## config.mk

```make
export PLATFORM = sky130hd
export DESIGN_NAME = ct_piu_csr_arb_flat
export DESIGN_NICKNAME = d
export VERILOG_FILES = /design/src/rtl/ct_piu_csr_pkg.sv /design/src/rtl/ct_piu_csr_arb_if.sv /design/src/rtl/ct_piu_csr_rr_arb.sv /design/src/rtl/ct_piu_csr_arb.sv /design/src/flat_wrapper.sv
export SDC_FILE = /design/constraint.sdc
export NUM_CORES = 1
export LEC_CHECK = 0
export CORE_AREA = 4 4 235 237
export DETAILED_ROUTE_END_ITERATION = 12
export DIE_AREA = 0 0 239 241
export DONT_BUFFER_PORTS = 1
export MAX_ROUTING_LAYER = met4
export PLACE_DENSITY = 0.3
export SYNTH_ARGS = -nofsm -noshare
export SYNTH_HDL_FRONTEND = slang
export SYNTH_SLANG_ARGS = --single-unit
```

## constraint.sdc

```tcl
create_clock -name forever_cpuclk -period 2.4 [get_ports forever_cpuclk]
set_input_delay 0.36 -clock forever_cpuclk [delete_from_list [all_inputs] [get_ports forever_cpuclk]]
set_output_delay 0.36 -clock forever_cpuclk [all_outputs]
set_load 0.1 [all_outputs]
```

## src/rtl/ct_piu_csr_pkg.sv

```systemverilog
// Shared state encoding, request field layout and sizing helpers for the PIU CSR arbiter.
package ct_piu_csr_pkg;

  localparam int unsigned OP_LSB  = 64;
  localparam int unsigned OP_W    = 16;
  localparam int unsigned DATA_W  = 64;
  localparam int unsigned RDATA_W = 128;
  localparam int unsigned REQ_W   = OP_LSB + OP_W;

  typedef enum logic [1:0] {
    ST_IDLE  = 2'd0,
    ST_ISSUE = 2'd1,
    ST_WAIT  = 2'd2,
    ST_RESP  = 2'd3
  } csr_state_e;

  // Per-core request word: op in [79:64], data in [63:0]
  typedef struct packed {
    logic [OP_W-1:0]   op;
    logic [DATA_W-1:0] data;
  } csr_req_t;

  function automatic int unsigned core_id_w(input int unsigned num_core);
    return (num_core > 1) ? $clog2(num_core) : 1;
  endfunction

endpackage

```

## src/rtl/ct_piu_csr_arb_if.sv

```systemverilog
// Core-side and register-block-side CSR signals; slave is the arbiter's view.
interface ct_piu_csr_arb_if #(
  parameter int unsigned NUM_CORE = 4
);
  import ct_piu_csr_pkg::*;

  logic [NUM_CORE-1:0]       ibiu_ciu_csr_sel;
  logic [NUM_CORE*REQ_W-1:0] ibiu_ciu_csr_wdata;
  logic [NUM_CORE-1:0]       ciu_ibiu_csr_cmplt;
  logic [RDATA_W-1:0]        ciu_ibiu_csr_rdata;
  logic                      piu_regs_sel;
  logic [OP_W-1:0]           piu_regs_op;
  logic [DATA_W-1:0]         piu_regs_wdata;
  logic                      regs_piu_cmplt;
  logic [DATA_W-1:0]         regs_piux_rdata;
  logic                      piu_xx_regs_no_op;
  logic                      ciu_csr_timeout;

  modport slave (
    input  ibiu_ciu_csr_sel, ibiu_ciu_csr_wdata, regs_piu_cmplt, regs_piux_rdata,
    output ciu_ibiu_csr_cmplt, ciu_ibiu_csr_rdata, piu_regs_sel, piu_regs_op,
           piu_regs_wdata, piu_xx_regs_no_op, ciu_csr_timeout
  );

  modport master (
    output ibiu_ciu_csr_sel, ibiu_ciu_csr_wdata, regs_piu_cmplt, regs_piux_rdata,
    input  ciu_ibiu_csr_cmplt, ciu_ibiu_csr_rdata, piu_regs_sel, piu_regs_op,
           piu_regs_wdata, piu_xx_regs_no_op, ciu_csr_timeout
  );

endinterface

```

## src/rtl/ct_piu_csr_rr_arb.sv

```systemverilog
// Round-robin grant: lowest requesting index at or above ptr, wrapping to 0.
module ct_piu_csr_rr_arb import ct_piu_csr_pkg::*; #(
  parameter  int unsigned NUM_CORE = 4,
  localparam int unsigned ID_W     = core_id_w(NUM_CORE)
) (
  input  logic                forever_cpuclk,
  input  logic                cpurst,
  input  logic [NUM_CORE-1:0] req,
  input  logic                take,
  output logic                grant_vld_c,
  output logic [ID_W-1:0]     grant_id_c
);

  logic [ID_W-1:0] ptr_q, ptr_d;
  logic            hi_vld, lo_vld;
  logic [ID_W-1:0] hi_id, lo_id;

  // Descending scan so the last hit in each half is the lowest index
  always_comb begin
    hi_vld = 1'b0;
    lo_vld = 1'b0;
    hi_id  = '0;
    lo_id  = '0;
    for (int i = int'(NUM_CORE) - 1; i >= 0; i--) begin
      if (req[i]) begin
        if (ID_W'(i) >= ptr_q) begin
          hi_vld = 1'b1;
          hi_id  = ID_W'(i);
        end else begin
          lo_vld = 1'b1;
          lo_id  = ID_W'(i);
        end
      end
    end
    grant_vld_c = hi_vld | lo_vld;
    grant_id_c  = hi_vld ? hi_id : lo_id;
  end

  always_comb begin
    ptr_d = ptr_q;
    if (take && grant_vld_c) begin
      ptr_d = (grant_id_c == ID_W'(NUM_CORE - 1)) ? '0 : grant_id_c + ID_W'(1);
    end
  end

  always_ff @(posedge forever_cpuclk) begin
    if (cpurst) ptr_q <= '0;
    else        ptr_q <= ptr_d;
  end

endmodule

```

## src/rtl/ct_piu_csr_arb.sv

```systemverilog
// Arbitrates per-core CSR requests onto the single register-block port, one
// transaction in flight, with a WAIT timeout that returns zero data.
module ct_piu_csr_arb import ct_piu_csr_pkg::*; #(
  parameter int unsigned NUM_CORE    = 4,
  parameter int unsigned TIMEOUT_CYC = 255,
  parameter int unsigned TIMEOUT_W   = 8
) (
  input logic             forever_cpuclk,
  input logic             cpurst,
  ct_piu_csr_arb_if.slave bus
);

  localparam int unsigned          ID_W    = core_id_w(NUM_CORE);
  localparam logic [TIMEOUT_W-1:0] TO_LAST = TIMEOUT_W'(TIMEOUT_CYC - 1);

  csr_state_e           state_q, state_d;
  logic [TIMEOUT_W-1:0] cnt_q, cnt_d;
  logic [ID_W-1:0]      id_q, id_d;
  csr_req_t             req_q, req_d;
  logic [DATA_W-1:0]    rdata_q, rdata_d;
  logic                 tout_q, tout_d;
  logic [NUM_CORE-1:0]  cmplt_q, cmplt_d;
  logic                 regs_sel_q, regs_sel_d;
  logic                 no_op_q, no_op_d;

  logic                 grant_vld_c;
  logic [ID_W-1:0]      grant_id_c;
  logic                 take_c;
  csr_req_t             grant_req_c;

  ct_piu_csr_rr_arb #(.NUM_CORE(NUM_CORE)) u_rr_arb (
    .forever_cpuclk (forever_cpuclk),
    .cpurst         (cpurst),
    .req            (bus.ibiu_ciu_csr_sel),
    .take           (take_c),
    .grant_vld_c    (grant_vld_c),
    .grant_id_c     (grant_id_c)
  );

  assign grant_req_c = csr_req_t'(bus.ibiu_ciu_csr_wdata[grant_id_c*REQ_W +: REQ_W]);

  // Next state; output registers are loaded from the state being entered
  always_comb begin
    state_d = state_q;
    cnt_d   = cnt_q;
    id_d    = id_q;
    req_d   = req_q;
    rdata_d = '0;
    tout_d  = 1'b0;
    take_c  = 1'b0;
    case (state_q)
      ST_IDLE: begin
        if (grant_vld_c) begin
          take_c  = 1'b1;
          id_d    = grant_id_c;
          req_d   = grant_req_c;
          state_d = ST_ISSUE;
        end
      end
      ST_ISSUE: begin
        cnt_d   = '0;
        state_d = ST_WAIT;
      end
      ST_WAIT: begin
        // A completion on the last WAIT cycle beats the timeout
        if (bus.regs_piu_cmplt) begin
          rdata_d = bus.regs_piux_rdata;
          state_d = ST_RESP;
        end else if (cnt_q == TO_LAST) begin
          tout_d  = 1'b1;
          state_d = ST_RESP;
        end else begin
          cnt_d = cnt_q + TIMEOUT_W'(1);
        end
      end
      ST_RESP: state_d = ST_IDLE;
      default: state_d = ST_IDLE;
    endcase
    regs_sel_d = (state_d == ST_ISSUE);
    no_op_d    = (state_d == ST_IDLE);
    cmplt_d    = (state_d == ST_RESP) ? (NUM_CORE'(1) << id_q) : '0;
  end

  always_ff @(posedge forever_cpuclk) begin
    if (cpurst) begin
      state_q    <= ST_IDLE;
      cnt_q      <= '0;
      id_q       <= '0;
      req_q      <= '0;
      rdata_q    <= '0;
      tout_q     <= 1'b0;
      cmplt_q    <= '0;
      regs_sel_q <= 1'b0;
      no_op_q    <= 1'b1;
    end else begin
      state_q    <= state_d;
      cnt_q      <= cnt_d;
      id_q       <= id_d;
      req_q      <= req_d;
      rdata_q    <= rdata_d;
      tout_q     <= tout_d;
      cmplt_q    <= cmplt_d;
      regs_sel_q <= regs_sel_d;
      no_op_q    <= no_op_d;
    end
  end

  assign bus.ciu_ibiu_csr_cmplt = cmplt_q;
  assign bus.ciu_ibiu_csr_rdata = {{(RDATA_W - DATA_W){1'b0}}, rdata_q};
  assign bus.piu_regs_sel       = regs_sel_q;
  assign bus.piu_regs_op        = req_q.op;
  assign bus.piu_regs_wdata     = req_q.data;
  assign bus.piu_xx_regs_no_op  = no_op_q;
  assign bus.ciu_csr_timeout    = tout_q;

endmodule

```

## src/flat_wrapper.sv

```systemverilog
// flat-port wrapper written by rule: the top's interface ports become plain ports
module ct_piu_csr_arb_flat import ct_piu_csr_pkg::*;
#(
  parameter int unsigned NUM_CORE    = 4,
  parameter int unsigned TIMEOUT_CYC = 255,
  parameter int unsigned TIMEOUT_W   = 8
)
  (forever_cpuclk, cpurst, bus_ibiu_ciu_csr_sel, bus_ibiu_ciu_csr_wdata, bus_regs_piu_cmplt, bus_regs_piux_rdata, bus_ciu_ibiu_csr_cmplt, bus_ciu_ibiu_csr_rdata, bus_piu_regs_sel, bus_piu_regs_op, bus_piu_regs_wdata, bus_piu_xx_regs_no_op, bus_ciu_csr_timeout);
  ct_piu_csr_arb_if #(.NUM_CORE(NUM_CORE)) bus_i ();
  input logic forever_cpuclk;
  input logic cpurst;
  input wire logic [$bits(bus_i.ibiu_ciu_csr_sel)-1:0] bus_ibiu_ciu_csr_sel;
  input wire logic [$bits(bus_i.ibiu_ciu_csr_wdata)-1:0] bus_ibiu_ciu_csr_wdata;
  input wire logic [$bits(bus_i.regs_piu_cmplt)-1:0] bus_regs_piu_cmplt;
  input wire logic [$bits(bus_i.regs_piux_rdata)-1:0] bus_regs_piux_rdata;
  output wire logic [$bits(bus_i.ciu_ibiu_csr_cmplt)-1:0] bus_ciu_ibiu_csr_cmplt;
  output wire logic [$bits(bus_i.ciu_ibiu_csr_rdata)-1:0] bus_ciu_ibiu_csr_rdata;
  output wire logic [$bits(bus_i.piu_regs_sel)-1:0] bus_piu_regs_sel;
  output wire logic [$bits(bus_i.piu_regs_op)-1:0] bus_piu_regs_op;
  output wire logic [$bits(bus_i.piu_regs_wdata)-1:0] bus_piu_regs_wdata;
  output wire logic [$bits(bus_i.piu_xx_regs_no_op)-1:0] bus_piu_xx_regs_no_op;
  output wire logic [$bits(bus_i.ciu_csr_timeout)-1:0] bus_ciu_csr_timeout;
  assign bus_i.ibiu_ciu_csr_sel = bus_ibiu_ciu_csr_sel;
  assign bus_i.ibiu_ciu_csr_wdata = bus_ibiu_ciu_csr_wdata;
  assign bus_i.regs_piu_cmplt = bus_regs_piu_cmplt;
  assign bus_i.regs_piux_rdata = bus_regs_piux_rdata;
  assign bus_ciu_ibiu_csr_cmplt = bus_i.ciu_ibiu_csr_cmplt;
  assign bus_ciu_ibiu_csr_rdata = bus_i.ciu_ibiu_csr_rdata;
  assign bus_piu_regs_sel = bus_i.piu_regs_sel;
  assign bus_piu_regs_op = bus_i.piu_regs_op;
  assign bus_piu_regs_wdata = bus_i.piu_regs_wdata;
  assign bus_piu_xx_regs_no_op = bus_i.piu_xx_regs_no_op;
  assign bus_ciu_csr_timeout = bus_i.ciu_csr_timeout;
  ct_piu_csr_arb #(.NUM_CORE(NUM_CORE), .TIMEOUT_CYC(TIMEOUT_CYC), .TIMEOUT_W(TIMEOUT_W)) u_core (.forever_cpuclk(forever_cpuclk), .cpurst(cpurst), .bus(bus_i));
endmodule
```

==> metrics.json, run 1 <==
{
  "outcome": {"value": "finished, final reports clean"},
  "synth_enable_flop_cells": {"value": 0},
  "irDropWorstVdd": {"value": 502, "unit": "µV"},
  "tightest_slew": {"value": 0.705, "unit": "ns"},
  "synth_sequential_area_ratio": {"value": 40.0, "unit": "%"},
  "multiInputGateArea": {"value": 4310, "unit": "µm²"},
  "final_common_cell": {"value": "sky130_fd_sc_hd__dfxtp_1"},
  "finalSetupTns": {"value": 0, "unit": "ns"},
  "cts_max_path_buffers": {"value": 2},
  "timing.reg2reg.setup_slack": {"value": 0.30, "unit": "ns"},
  "place_congestion": {"value": 0.680},
  "final-instance-count-excl-fill": {"value": 1657},
  "num-nets-final": {"value": 1343},
  "postSynthAreaPerCell": {"value": 10.9, "unit": "µm²"},
  "vias": {"value": 6070},
  "post_cts_resized": {"value": 0},
  "dr.pass1.iters": {"value": 4},
  "synth_top_cell_area_share": {"value": 40.0, "unit": "%"},
  "power.combinational.fraction": {"value": 62.0, "unit": "%"},
  "port-buffer-count": {"value": 0},
  "tritoncts_clock_tree": {"value": "yes"},
  "critical_register_to_register_path_endpoint": {"value": "u_core.bus.piu_regs_wdata[39]"},
  "rsz0062_at_grt": {"value": "false"},
  "placementRows": {"value": 85},
  "synth_cells": {"value": 756},
  "max_slew_margin": {"value": 53.0, "unit": "%"},
  "hold_buffers_post_cts": {"value": 62},
  "worstPathArrival": {"value": 2.48, "unit": "ns"},
  "drt-initial-drc-count": {"value": 109},
  "clkSinkCount": {"value": 165},
  "viasPerCell": {"value": 3.66},
  "power.static_leakage": {"value": 4.47, "unit": "nW"},
  "syn_area": {"value": 8260, "unit": "µm²"},
  "critical_path.startpoint": {"value": "u_core.state_q[0]"},
  "final_period_minus_worst_setup_slack": {"value": 2.10, "unit": "ns"},
  "synth.area.top_cells": {"value": "sky130_fd_sc_hd__dfxtp_1 40%, sky130_fd_sc_hd__mux2i_1 20%, sky130_fd_sc_hd__o221ai_2 15%"},
  "maximum_number_of_pins_on_one_net_before_global_route_repair": {"value": 95},
  "drv_slew": {"value": 0},
  "report.power.total": {"value": 17.6, "unit": "mW"},
  "seq_area": {"value": 3300, "unit": "µm²"},
  "timing.final.crit_share": {"value": 87.6, "unit": "%"},
  "switching_share": {"value": 57.5, "unit": "%"},
  "grt_antenna_before_repair": {"value": 2},
  "wire_per_inst": {"value": 17.7, "unit": "µm"},
  "syn_to_final_growth": {"value": 34.0, "unit": "%"},
  "placedCellCount": {"value": 1561},
  "synth_top_cell_by_area": {"value": "sky130_fd_sc_hd__dfxtp_1"},
  "die_h": {"value": 241, "unit": "µm"},
  "worst_hold_slack": {"value": 0.0721, "unit": "ns"},
  "postCtsSetupBuffers": {"value": 0},
  "postSynth.asyncResetShare": {"value": 0, "unit": "%"},
  "ff2ff_path_depth": {"value": 6},
  "crit_path_start_kind": {"value": "flop"},
  "drive_above_1_share": {"value": 29.5, "unit": "%"},
  "power.share.clock": {"value": 16.4, "unit": "%"},
  "switching_power": {"value": 10.1, "unit": "mW"},
  "critPathCapture": {"value": "u_core.bus.piu_regs_wdata[39]"},
  "path_max_fanout": {"value": 37},
  "fillerInstances": {"value": 5744},
  "antenna_left": {"value": 0},
  "synth.lib_cells_used.distinct": {"value": 41},
  "worst_setup_hold_path_clk_slew": {"value": 0.08, "unit": "ns"},
  "p_int": {"value": 7.50, "unit": "mW"},
  "h-tree-depth": {"value": 4},
  "totalWireLength": {"value": 29300, "unit": "µm"},
  "hold_path.class": {"value": "input port to flop"},
  "timing.fmax": {"value": 476, "unit": "MHz"},
  "tritoncts.num_buffers": {"value": 17},
  "synthesized_flop_and_latch_total": {"value": 165},
  "yosys_warnings": {"value": 0},
  "post-route-drc-count": {"value": 0},
  "root_buffer": {"value": "sky130_fd_sc_hd__clkbuf_16"},
  "setup_viol": {"value": 0},
  "grt.overflow.total": {"value": 0},
  "placeableCoreArea": {"value": 53300, "unit": "µm²"},
  "first_global_vias": {"value": 6367},
  "synthFlopType": {"value": "sky130_fd_sc_hd__dfxtp_1"},
  "max_cap_violations": {"value": 0},
  "detailed_place_hpwl": {"value": 22900, "unit": "µm"},
  "seqPwrFrac": {"value": 21.6, "unit": "%"},
  "wire_length_of_the_first_global_routing_pass": {"value": 40500, "unit": "µm"},
  "timing_hold_violations_final": {"value": 0},
  "floorplan.die_area": {"value": 57600, "unit": "µm²"},
  "fin_skew": {"value": 0.0157, "unit": "ns"},
  "crit_required": {"value": 2.78, "unit": "ns"},
  "path_class": {"value": "flop to flop"},
  "regToRegStartpoint": {"value": "u_core.state_q[0]"},
  "initial_core_util": {"value": 15.5, "unit": "%"},
  "clkLatencyLatePin": {"value": 0.47, "unit": "ns"},
  "groute.usage.overall": {"value": 9.85, "unit": "%"},
  "power_density": {"value": 1590, "unit": "nW/µm²"},
  "design.portCount": {"value": 606},
  "layout_common_cells": {"value": "165 x sky130_fd_sc_hd__dfxtp_1, 162 x sky130_fd_sc_hd__mux2i_1, 155 x sky130_fd_sc_hd__buf_4, 86 x sky130_fd_sc_hd__nand2_1, 80 x sky130_fd_sc_hd__o221ai_2"},
  "setup_crit_end_kind": {"value": "flop"},
  "horizontal_extent_of_the_die": {"value": 239, "unit": "µm"}
}
synthesized netlist by cell type, types with 2 or more instances:
master / number
sky130_fd_sc_hd__nor2_1: 16
sky130_fd_sc_hd__inv_1: 8
sky130_fd_sc_hd__buf_6: 3
sky130_fd_sc_hd__nand3_1: 5
sky130_fd_sc_hd__o21ai_0: 2
sky130_fd_sc_hd__o221ai_2: 80
sky130_fd_sc_hd__buf_2: 18
sky130_fd_sc_hd__nand4_1: 3
sky130_fd_sc_hd__nand2b_1: 5
sky130_fd_sc_hd__a21oi_1: 6
sky130_fd_sc_hd__nand2_1: 86
sky130_fd_sc_hd__dfxtp_1: 165
sky130_fd_sc_hd__mux2i_1: 162
sky130_fd_sc_hd__nor3_1: 2
sky130_fd_sc_hd__xor2_1: 5
sky130_fd_sc_hd__and2_1: 65
sky130_fd_sc_hd__a211oi_1: 2
sky130_fd_sc_hd__buf_4: 72
sky130_fd_sc_hd__buf_12: 8
sky130_fd_sc_hd__clkbuf_1: 16
sky130_fd_sc_hd__nor4_1: 2
sky130_fd_sc_hd__ha_1: 6
flip-flops by register name, summed over array words and instances (netlist names):
name / cells
u_core.id_q: 2
u_core.bus.piu_regs_sel: 1
u_core.state_q: 2
u_core.bus.ciu_csr_timeout: 1
u_core.bus.piu_xx_regs_no_op: 1
u_core.rdata_q: 64
u_core.bus.piu_regs_wdata: 64
u_core.u_rr_arb.ptr_q: 2
u_core.cnt_q: 8
u_core.bus.piu_regs_op: 16
u_core.bus.ciu_ibiu_csr_cmplt: 4
critical path, stage by stage (launching register included):
cell and delay, ns:
sky130_fd_sc_hd__dfxtp_1 0.33, sky130_fd_sc_hd__inv_1 0.12, sky130_fd_sc_hd__ha_1 0.15, sky130_fd_sc_hd__nor2b_1 0.38, sky130_fd_sc_hd__or3b_4 0.48, sky130_fd_sc_hd__buf_12 0.18, sky130_fd_sc_hd__o221ai_2 0.25
layer usage:
layer | wire (µm) | vias up | track usage, %
met2 | 15000 | 341 | 16.8
met4 | 405 | 0 | 2.94
met3 | 2840 | 19 | 4.00
li1 | - | 2968 | -
met1 | 11000 | 2742 | 10.6
met5 | 0 | - | -
worst min-delay path by stage:
stage                     depth (start not counted)                 end                     from  slack, ns
final                                             1   u_core.rdata_q[3]   bus_regs_piux_rdata[3]       0.07
after CTS                                         1  u_core.rdata_q[39]  bus_regs_piux_rdata[39]       0.03
after detailed placement                          1   u_core.state_q[1]                   cpurst       0.43
after global routing                              1  u_core.rdata_q[39]  bus_regs_piux_rdata[39]       0.03
after global placement                            1   u_core.state_q[1]                   cpurst       0.43
after floorplan                                   2     u_core.cnt_q[5]          u_core.cnt_q[5]       0.45
metrics by stage:
step	utilization, %	worst slack [ns]	area (µm²)
2_1_floorplan	-	0.619	8500
3_3_place_gp	18.5	0.274	9830
3_5_place_dp	18.5	0.240	9830
4_1_cts	20.8	0.324	11100
5_1_grt	20.8	0.187	11100
6_report	20.8	0.297	11100
kinds of logic (layout without fill, tap and decap cells):
logic type                 count (synthesis)  after routing  share of synthesized area [%]
and+or+nand+nor                          193            193                           11.6
DFF                                      165            165                           40.0
muxes                                    163            163                           19.8
buffers and inverters                    125            265                           11.1
AOI/OAI and AO/OA                         97             97                           16.0
adders and majority gates                  6              6                          0.909
xor gates and xnor gates                   6              6                          0.636
other                                      1             66                         0.0454
cell type report:
| type | instances | area share, % |
|---|---|---|
| sequential | 165 | 29.8 |
| inverter | 8 | 0.271 |
| tap | 696 | 7.87 |
| timing repair buffer | 225 | 17.6 |
| antenna | 2 | 0.0452 |
| clock inverter | 14 | 1.56 |
| multi-input combinational | 529 | 38.9 |
| clock buffer | 18 | 3.97 |
power groups by stage:
stage	registers [mW]	clock network, mW	logic, mW
floorplan	9.31	0	3.61
global placement	3.87	0	11.0
finish	3.80	2.90	10.9
global route	3.88	3.17	11.4
detailed placement	3.87	0	11.0
CTS	3.81	3.08	11.1
No activity file was read; power rests on OpenSTA's default activity.
==> run 2: changes to the inputs <==
Clock period 2.4 ns to 2.6 ns, I/O delays scaled along.
==> run 2 against run 1 <==
Clock-buffer cell count is the same. Sequential share of layout area rose by 1.6 points. Combinational power fell by 17%. Worst hold slack lost 0.017 ns. Routed wire length fell by 0.95%. Largest cell class unchanged.
==> metrics.json, run 2 (synthesis results as in run 1) <==
{
  "floorplan.die_area": {"value": 57600, "unit": "µm²"},
  "tritoncts_clock_tree": {"value": "yes"},
  "timing.final.crit_share": {"value": 79.3, "unit": "%"},
  "syn_to_final_growth": {"value": 27.4, "unit": "%"},
  "worst_hold_slack": {"value": 0.0550, "unit": "ns"},
  "hold_path.class": {"value": "input port to flop"},
  "final_period_minus_worst_setup_slack": {"value": 2.06, "unit": "ns"},
  "postCtsSetupBuffers": {"value": 0},
  "die_h": {"value": 241, "unit": "µm"},
  "fillerInstances": {"value": 5752},
  "root_buffer": {"value": "sky130_fd_sc_hd__clkbuf_16"},
  "layout_common_cells": {"value": "165 x sky130_fd_sc_hd__dfxtp_1, 162 x sky130_fd_sc_hd__mux2i_1, 92 x sky130_fd_sc_hd__buf_4, 86 x sky130_fd_sc_hd__nand2_1, 80 x sky130_fd_sc_hd__o221ai_2"},
  "crit_path_cell_count": {"value": 6},
  "finalSetupTns": {"value": 0, "unit": "ns"},
  "drive_above_1_share": {"value": 24.6, "unit": "%"},
  "crit_path_start_kind": {"value": "flop"},
  "critical_register_to_register_path_endpoint": {"value": "u_core.bus.piu_regs_wdata[35]"},
  "wire_length_of_the_first_global_routing_pass": {"value": 39500, "unit": "µm"},
  "fin_skew": {"value": 0.0158, "unit": "ns"},
  "drv_slew": {"value": 0},
  "timing.fmax": {"value": 485, "unit": "MHz"},
  "worstPathArrival": {"value": 2.40, "unit": "ns"},
  "delay_of_the_slowest_critical_path_stage": {"value": 0.36, "unit": "ns"},
  "drt-initial-drc-count": {"value": 129},
  "viasPerCell": {"value": 3.69},
  "max_slew_margin": {"value": 33.8, "unit": "%"},
  "placementRows": {"value": 85},
  "outcome": {"value": "finished, final reports clean"},
  "place_congestion": {"value": 0.689},
  "grt_antenna_before_repair": {"value": 2},
  "path_class": {"value": "flop to flop"},
  "critical_path.startpoint": {"value": "u_core.u_rr_arb.ptr_q[1]"},
  "maximum_number_of_pins_on_one_net_before_global_route_repair": {"value": 87},
  "timing.reg2reg.setup_slack": {"value": 0.54, "unit": "ns"},
  "groute.usage.overall": {"value": 9.73, "unit": "%"},
  "dr.pass1.iters": {"value": 4},
  "post_cts_resized": {"value": 0},
  "clkLatencyLatePin": {"value": 0.48, "unit": "ns"},
  "rsz0062_at_grt": {"value": "false"},
  "wire_per_inst": {"value": 18.2, "unit": "µm"},
  "regToRegStartpoint": {"value": "u_core.u_rr_arb.ptr_q[1]"},
  "cts_max_path_buffers": {"value": 2},
  "clkSinkCount": {"value": 165},
  "port-buffer-count": {"value": 0},
  "crit_slowest_cell": {"value": "sky130_fd_sc_hd__mux2i_1"},
  "setup_crit_end_kind": {"value": "flop"},
  "setup_viol": {"value": 0},
  "crit_required": {"value": 2.94, "unit": "ns"},
  "final_common_cell": {"value": "sky130_fd_sc_hd__dfxtp_1"},
  "totalWireLength": {"value": 29000, "unit": "µm"},
  "critPathCapture": {"value": "u_core.bus.piu_regs_wdata[35]"},
  "power.static_leakage": {"value": 4.09, "unit": "nW"},
  "max_cap_violations": {"value": 0},
  "layout.core_utilization": {"value": 19.7, "unit": "%"},
  "path_max_fanout": {"value": 76},
  "worst_setup_hold_path_clk_slew": {"value": 0.08, "unit": "ns"},
  "list_of_cells_traversed_by_the_critical_path": {"value": "a21oi_1 -> o21ai_1 -> a21oi_4 -> buf_12 -> mux2i_1 -> o221ai_2"},
  "report.power.total": {"value": 16.0, "unit": "mW"},
  "placeableCoreArea": {"value": 53300, "unit": "µm²"},
  "worst-path-buf-inv": {"value": 1},
  "initial_core_util": {"value": 15.5, "unit": "%"},
  "tritoncts.num_buffers": {"value": 17},
  "detailed_place_hpwl": {"value": 22200, "unit": "µm"},
  "critPathTopFamily": {"value": "compound AO/OA/AOI/OAI gates"},
  "first_global_vias": {"value": 6075},
  "ff2ff_path_depth": {"value": 6},
  "vias": {"value": 5865},
  "post-route-drc-count": {"value": 0},
  "tightest_slew": {"value": 0.991, "unit": "ns"},
  "irDropWorstVdd": {"value": 459, "unit": "µV"},
  "timing_hold_violations_final": {"value": 0},
  "design.portCount": {"value": 606},
  "num-nets-final": {"value": 1275},
  "grt.overflow.total": {"value": 0},
  "final-instance-count-excl-fill": {"value": 1588},
  "h-tree-depth": {"value": 4},
  "placedCellCount": {"value": 1498},
  "horizontal_extent_of_the_die": {"value": 239, "unit": "µm"},
  "power_density": {"value": 1520, "unit": "nW/µm²"},
  "antenna_left": {"value": 0}
}
run 2: area by class of cell:
| class | instances | area (µm²) | share of cell area, % |
|---|---|---|---|
| diodes | 1 | 2.50 | 0.0238 |
| inverters | 8 | 30.0 | 0.285 |
| clock inverters | 14 | 158 | 1.50 |
| clock buffers | 18 | 429 | 4.08 |
| repair buffers | 157 | 1420 | 13.5 |
| flip-flops and latches | 165 | 3300 | 31.4 |
| well taps | 696 | 871 | 8.28 |
| multi-input cells | 529 | 4310 | 40.9 |
run 2: worst register-to-register path: stages, from the launching register on:
cell                       delay [ns]
sky130_fd_sc_hd__dfxtp_1         0.35
sky130_fd_sc_hd__a21oi_1         0.14
sky130_fd_sc_hd__o21ai_1         0.11
sky130_fd_sc_hd__a21oi_4         0.24
sky130_fd_sc_hd__buf_12          0.34
sky130_fd_sc_hd__mux2i_1         0.61
sky130_fd_sc_hd__o221ai_2        0.14
run 2: how the worst min path moves through the flow:
stage | start | to | slack [ns] | depth (start not counted)
6_report | bus_regs_piux_rdata[54] | u_core.rdata_q[54] | 0.06 | 1
3_5_place_dp | u_core.bus.piu_regs_wdata[6] | u_core.bus.piu_regs_wdata[6] | 0.46 | 2
2_1_floorplan | u_core.cnt_q[5] | u_core.cnt_q[5] | 0.45 | 2
3_3_place_gp | u_core.bus.piu_regs_wdata[6] | u_core.bus.piu_regs_wdata[6] | 0.45 | 2
4_1_cts | bus_regs_piux_rdata[21] | u_core.rdata_q[21] | 0.003 | 1
5_1_grt | bus_regs_piux_rdata[21] | u_core.rdata_q[21] | 0.009 | 1
run 2: what timing repair did:
item                                   CTS  global route
hold buffers                            57             0
endpoints found under the hold margin   65             0
setup endpoints to repair                0             0
run 2: through the flow:
step                setup slack (ns)  area, µm²
finish                         0.538      10500
global route                   0.443      10500
CTS                            0.549      10500
detailed placement             0.511       9360
global placement               0.525       9360
floorplan                      0.819       8500
run 2: power by group:
group | total, mW | switching, mW | internal [mW]
Combinational | 9.10 | 6.91 | 2.19
Sequential | 4.32 | 1.06 | 3.26
Clock | 2.60 | 1.31 | 1.29
Total | 16.0 | 9.29 | 6.73
run 2: metal layers:
layer	global-route usage [%]	routed length, µm
met1	10.1	10600
met2	16.8	15100
met3	3.74	2770
met4	3.67	457
met5	-	0
==> run 3: changes to the inputs <==
Clock period 2.6 ns to 1.8 ns, I/O delays scaled along.
==> run 3 against run 2 <==
Utilization increased by 7.9 points. Cell area increased by 40%. Register-to-register slack got worse by 0.54 ns. Critical path depth rose by 2. Worst setup slack lost 0.54 ns. Worst hold slack got worse by 0.022 ns. Sequential share of layout area is 8.9 points lower. Sequential cell count is the same. Largest power group unchanged.
==> metrics.json, run 3 (synthesis results as in run 1) <==
{
  "outcome": {"value": "finished, final reports clean"},
  "timing.final.crit_share": {"value": 99.8, "unit": "%"},
  "rsz0062_at_grt": {"value": "true"},
  "max_cap_violations": {"value": 0},
  "fin_skew": {"value": 0.0133, "unit": "ns"},
  "setup_crit_end_kind": {"value": "flop"},
  "wire_length_of_the_first_global_routing_pass": {"value": 48200, "unit": "µm"},
  "hold_path.class": {"value": "input port to flop"},
  "layout_common_cells": {"value": "289 x sky130_fd_sc_hd__dlygate4sd3_1, 188 x sky130_fd_sc_hd__buf_4, 162 x sky130_fd_sc_hd__dfxtp_1, 111 x sky130_fd_sc_hd__mux2i_1, 86 x sky130_fd_sc_hd__nand2_1"},
  "drt-initial-drc-count": {"value": 203},
  "tritoncts_clock_tree": {"value": "yes"},
  "viasPerCell": {"value": 3.80},
  "clkSinkCount": {"value": 165},
  "h-tree-depth": {"value": 4},
  "final-instance-count-excl-fill": {"value": 1952},
  "placedCellCount": {"value": 1601},
  "groute.usage.overall": {"value": 11.6, "unit": "%"},
  "initial_core_util": {"value": 15.5, "unit": "%"},
  "port-buffer-count": {"value": 0},
  "crit_path_start_kind": {"value": "flop"},
  "wire_per_inst": {"value": 18.9, "unit": "µm"},
  "floorplan.die_area": {"value": 57600, "unit": "µm²"},
  "path_class": {"value": "flop to flop"},
  "crit_slowest_cell": {"value": "sky130_fd_sc_hd__dfxtp_2"},
  "fillerInstances": {"value": 5492},
  "delay_of_the_slowest_critical_path_stage": {"value": 0.35, "unit": "ns"},
  "busiest_layer": {"value": "met2"},
  "seq_area": {"value": 3310, "unit": "µm²"},
  "maximum_number_of_pins_on_one_net_before_global_route_repair": {"value": 65},
  "placementRows": {"value": 85},
  "syn_to_final_growth": {"value": 78.2, "unit": "%"},
  "worstPathArrival": {"value": 2.15, "unit": "ns"},
  "grt_antenna_before_repair": {"value": 3},
  "drive_above_1_share": {"value": 33.2, "unit": "%"},
  "totalWireLength": {"value": 36900, "unit": "µm"},
  "root_buffer": {"value": "sky130_fd_sc_hd__clkbuf_16"},
  "timing_hold_violations_final": {"value": 0},
  "final_common_cell": {"value": "sky130_fd_sc_hd__dlygate4sd3_1"},
  "horizontal_extent_of_the_die": {"value": 239, "unit": "µm"},
  "multiInputGateArea": {"value": 4750, "unit": "µm²"},
  "report.power.total": {"value": 26.2, "unit": "mW"},
  "list_of_cells_traversed_by_the_critical_path": {"value": "nand2b_4 -> a21oi_2 -> a21oi_4 -> buf_8 -> clkbuf_16 -> buf_16 -> mux2i_4 -> o221ai_2"},
  "setup_viol": {"value": 0},
  "power.static_leakage": {"value": 5.91, "unit": "nW"},
  "place_congestion": {"value": 0.744},
  "post-route-drc-count": {"value": 0},
  "detailed_place_hpwl": {"value": 24100, "unit": "µm"},
  "clkLatencyLatePin": {"value": 0.47, "unit": "ns"},
  "worst_setup_hold_path_clk_slew": {"value": 0.08, "unit": "ns"},
  "final_period_minus_worst_setup_slack": {"value": 1.80, "unit": "ns"},
  "path_max_fanout": {"value": 8},
  "first_global_vias": {"value": 7972},
  "vias": {"value": 7414},
  "tritoncts.num_buffers": {"value": 17},
  "antenna_left": {"value": 0},
  "dr.pass1.iters": {"value": 6},
  "crit_required": {"value": 2.15, "unit": "ns"},
  "groute.layer.met1.usage": {"value": 12.2, "unit": "%"},
  "placeableCoreArea": {"value": 53300, "unit": "µm²"},
  "design.portCount": {"value": 606},
  "drv_slew": {"value": 0},
  "cts_max_path_buffers": {"value": 2},
  "die_h": {"value": 241, "unit": "µm"},
  "timing.fmax": {"value": 556, "unit": "MHz"},
  "irDropWorstVdd": {"value": 656, "unit": "µV"},
  "global_route.usage.met3": {"value": 4.09, "unit": "%"},
  "num-nets-final": {"value": 1638},
  "power_density": {"value": 1780, "unit": "nW/µm²"},
  "use_met2": {"value": 20.4, "unit": "%"},
  "grt.overflow.total": {"value": 0}
}
## run 3: cell types whose count changed in the layout (fill, tap and decap cells not counted), moves of 9 or more
cell	previous run	this run
sky130_fd_sc_hd__buf_6	0	12
sky130_fd_sc_hd__buf_4	92	188
sky130_fd_sc_hd__buf_16	0	10
sky130_fd_sc_hd__mux2i_2	0	28
sky130_fd_sc_hd__dlygate4sd3_1	57	289
sky130_fd_sc_hd__mux2i_1	162	111
sky130_fd_sc_hd__clkbuf_16	17	26
sky130_fd_sc_hd__mux2i_4	0	23
## run 3: area by class of cell
class                   instances  area share, %
diodes                          2         0.0340
inverters                       8          0.204
repair buffers                520           35.1
multi-input cells             529           32.3
clock buffers                  17           2.89
flip-flops and latches        165           22.5
clock inverters                15           1.11
well taps                     696           5.91
## run 3: worst paths after layout
check                           depth (start not counted)                       endpoint  slack (ns)                         start
worst min-delay path                                    2      u_core.bus.piu_regs_op[5]        0.03   bus_ibiu_ciu_csr_wdata[229]
worst max-delay path                                    8  u_core.bus.piu_regs_wdata[34]       0.003      u_core.u_rr_arb.ptr_q[0]
worst min register to register                          2   u_core.bus.piu_regs_wdata[0]        0.47  u_core.bus.piu_regs_wdata[0]
worst max register to register                          8  u_core.bus.piu_regs_wdata[34]       0.003      u_core.u_rr_arb.ptr_q[0]
## run 3: per-layer routing
metal | wire length [µm] | up-vias
met5 | 0 | -
met4 | 858 | 0
met3 | 2990 | 39
met2 | 19200 | 382
met1 | 13900 | 3436
li1 | - | 3557
## run 3: what timing repair did
action / 4_1_cts / 5_1_grt
endpoints found under the hold margin: 135 / 15
hold buffers: 274 / 15
endpoints found under the setup margin: 80 / 86
pin swaps: 2 / 9
setup buffers: 6 / 9
resized for setup: 28 / 96
gates cloned: 4 / 10
## run 3: worst max-delay path, delay by kind of cell, from the launching register on
family / cells / cell delay [ns]
DFF: 1 / 0.35
muxes: 1 / 0.25
and+or+nand+nor: 1 / 0.14
AOI/OAI and AO/OA: 3 / 0.37
buffers and inverters: 3 / 0.55
## run 3: per-stage QoR
stage	hold WS, ns	utilization (%)	worst slack (ns)	area (µm²)	TNS, ns
CTS	0.000202	25.9	-0.0183	13800	-0.257
floorplan	0.392	-	0.0186	8500	0
detailed placement	0.343	19.1	-0.207	10200	-5.68
global placement	0.340	19.1	-0.175	10200	-9.11
finish	0.0326	27.6	0.00289	14700	0
global route	-0.00588	27.6	-0.0852	14700	-3.69
## run 3: power breakdown
part           switching (mW)  internal, mW  total [mW]  leakage (nW)
clock network            1.93          1.85        3.78         0.279
registers               0.392          4.72        5.11          1.35
logic                    12.1          5.20        17.3          4.28
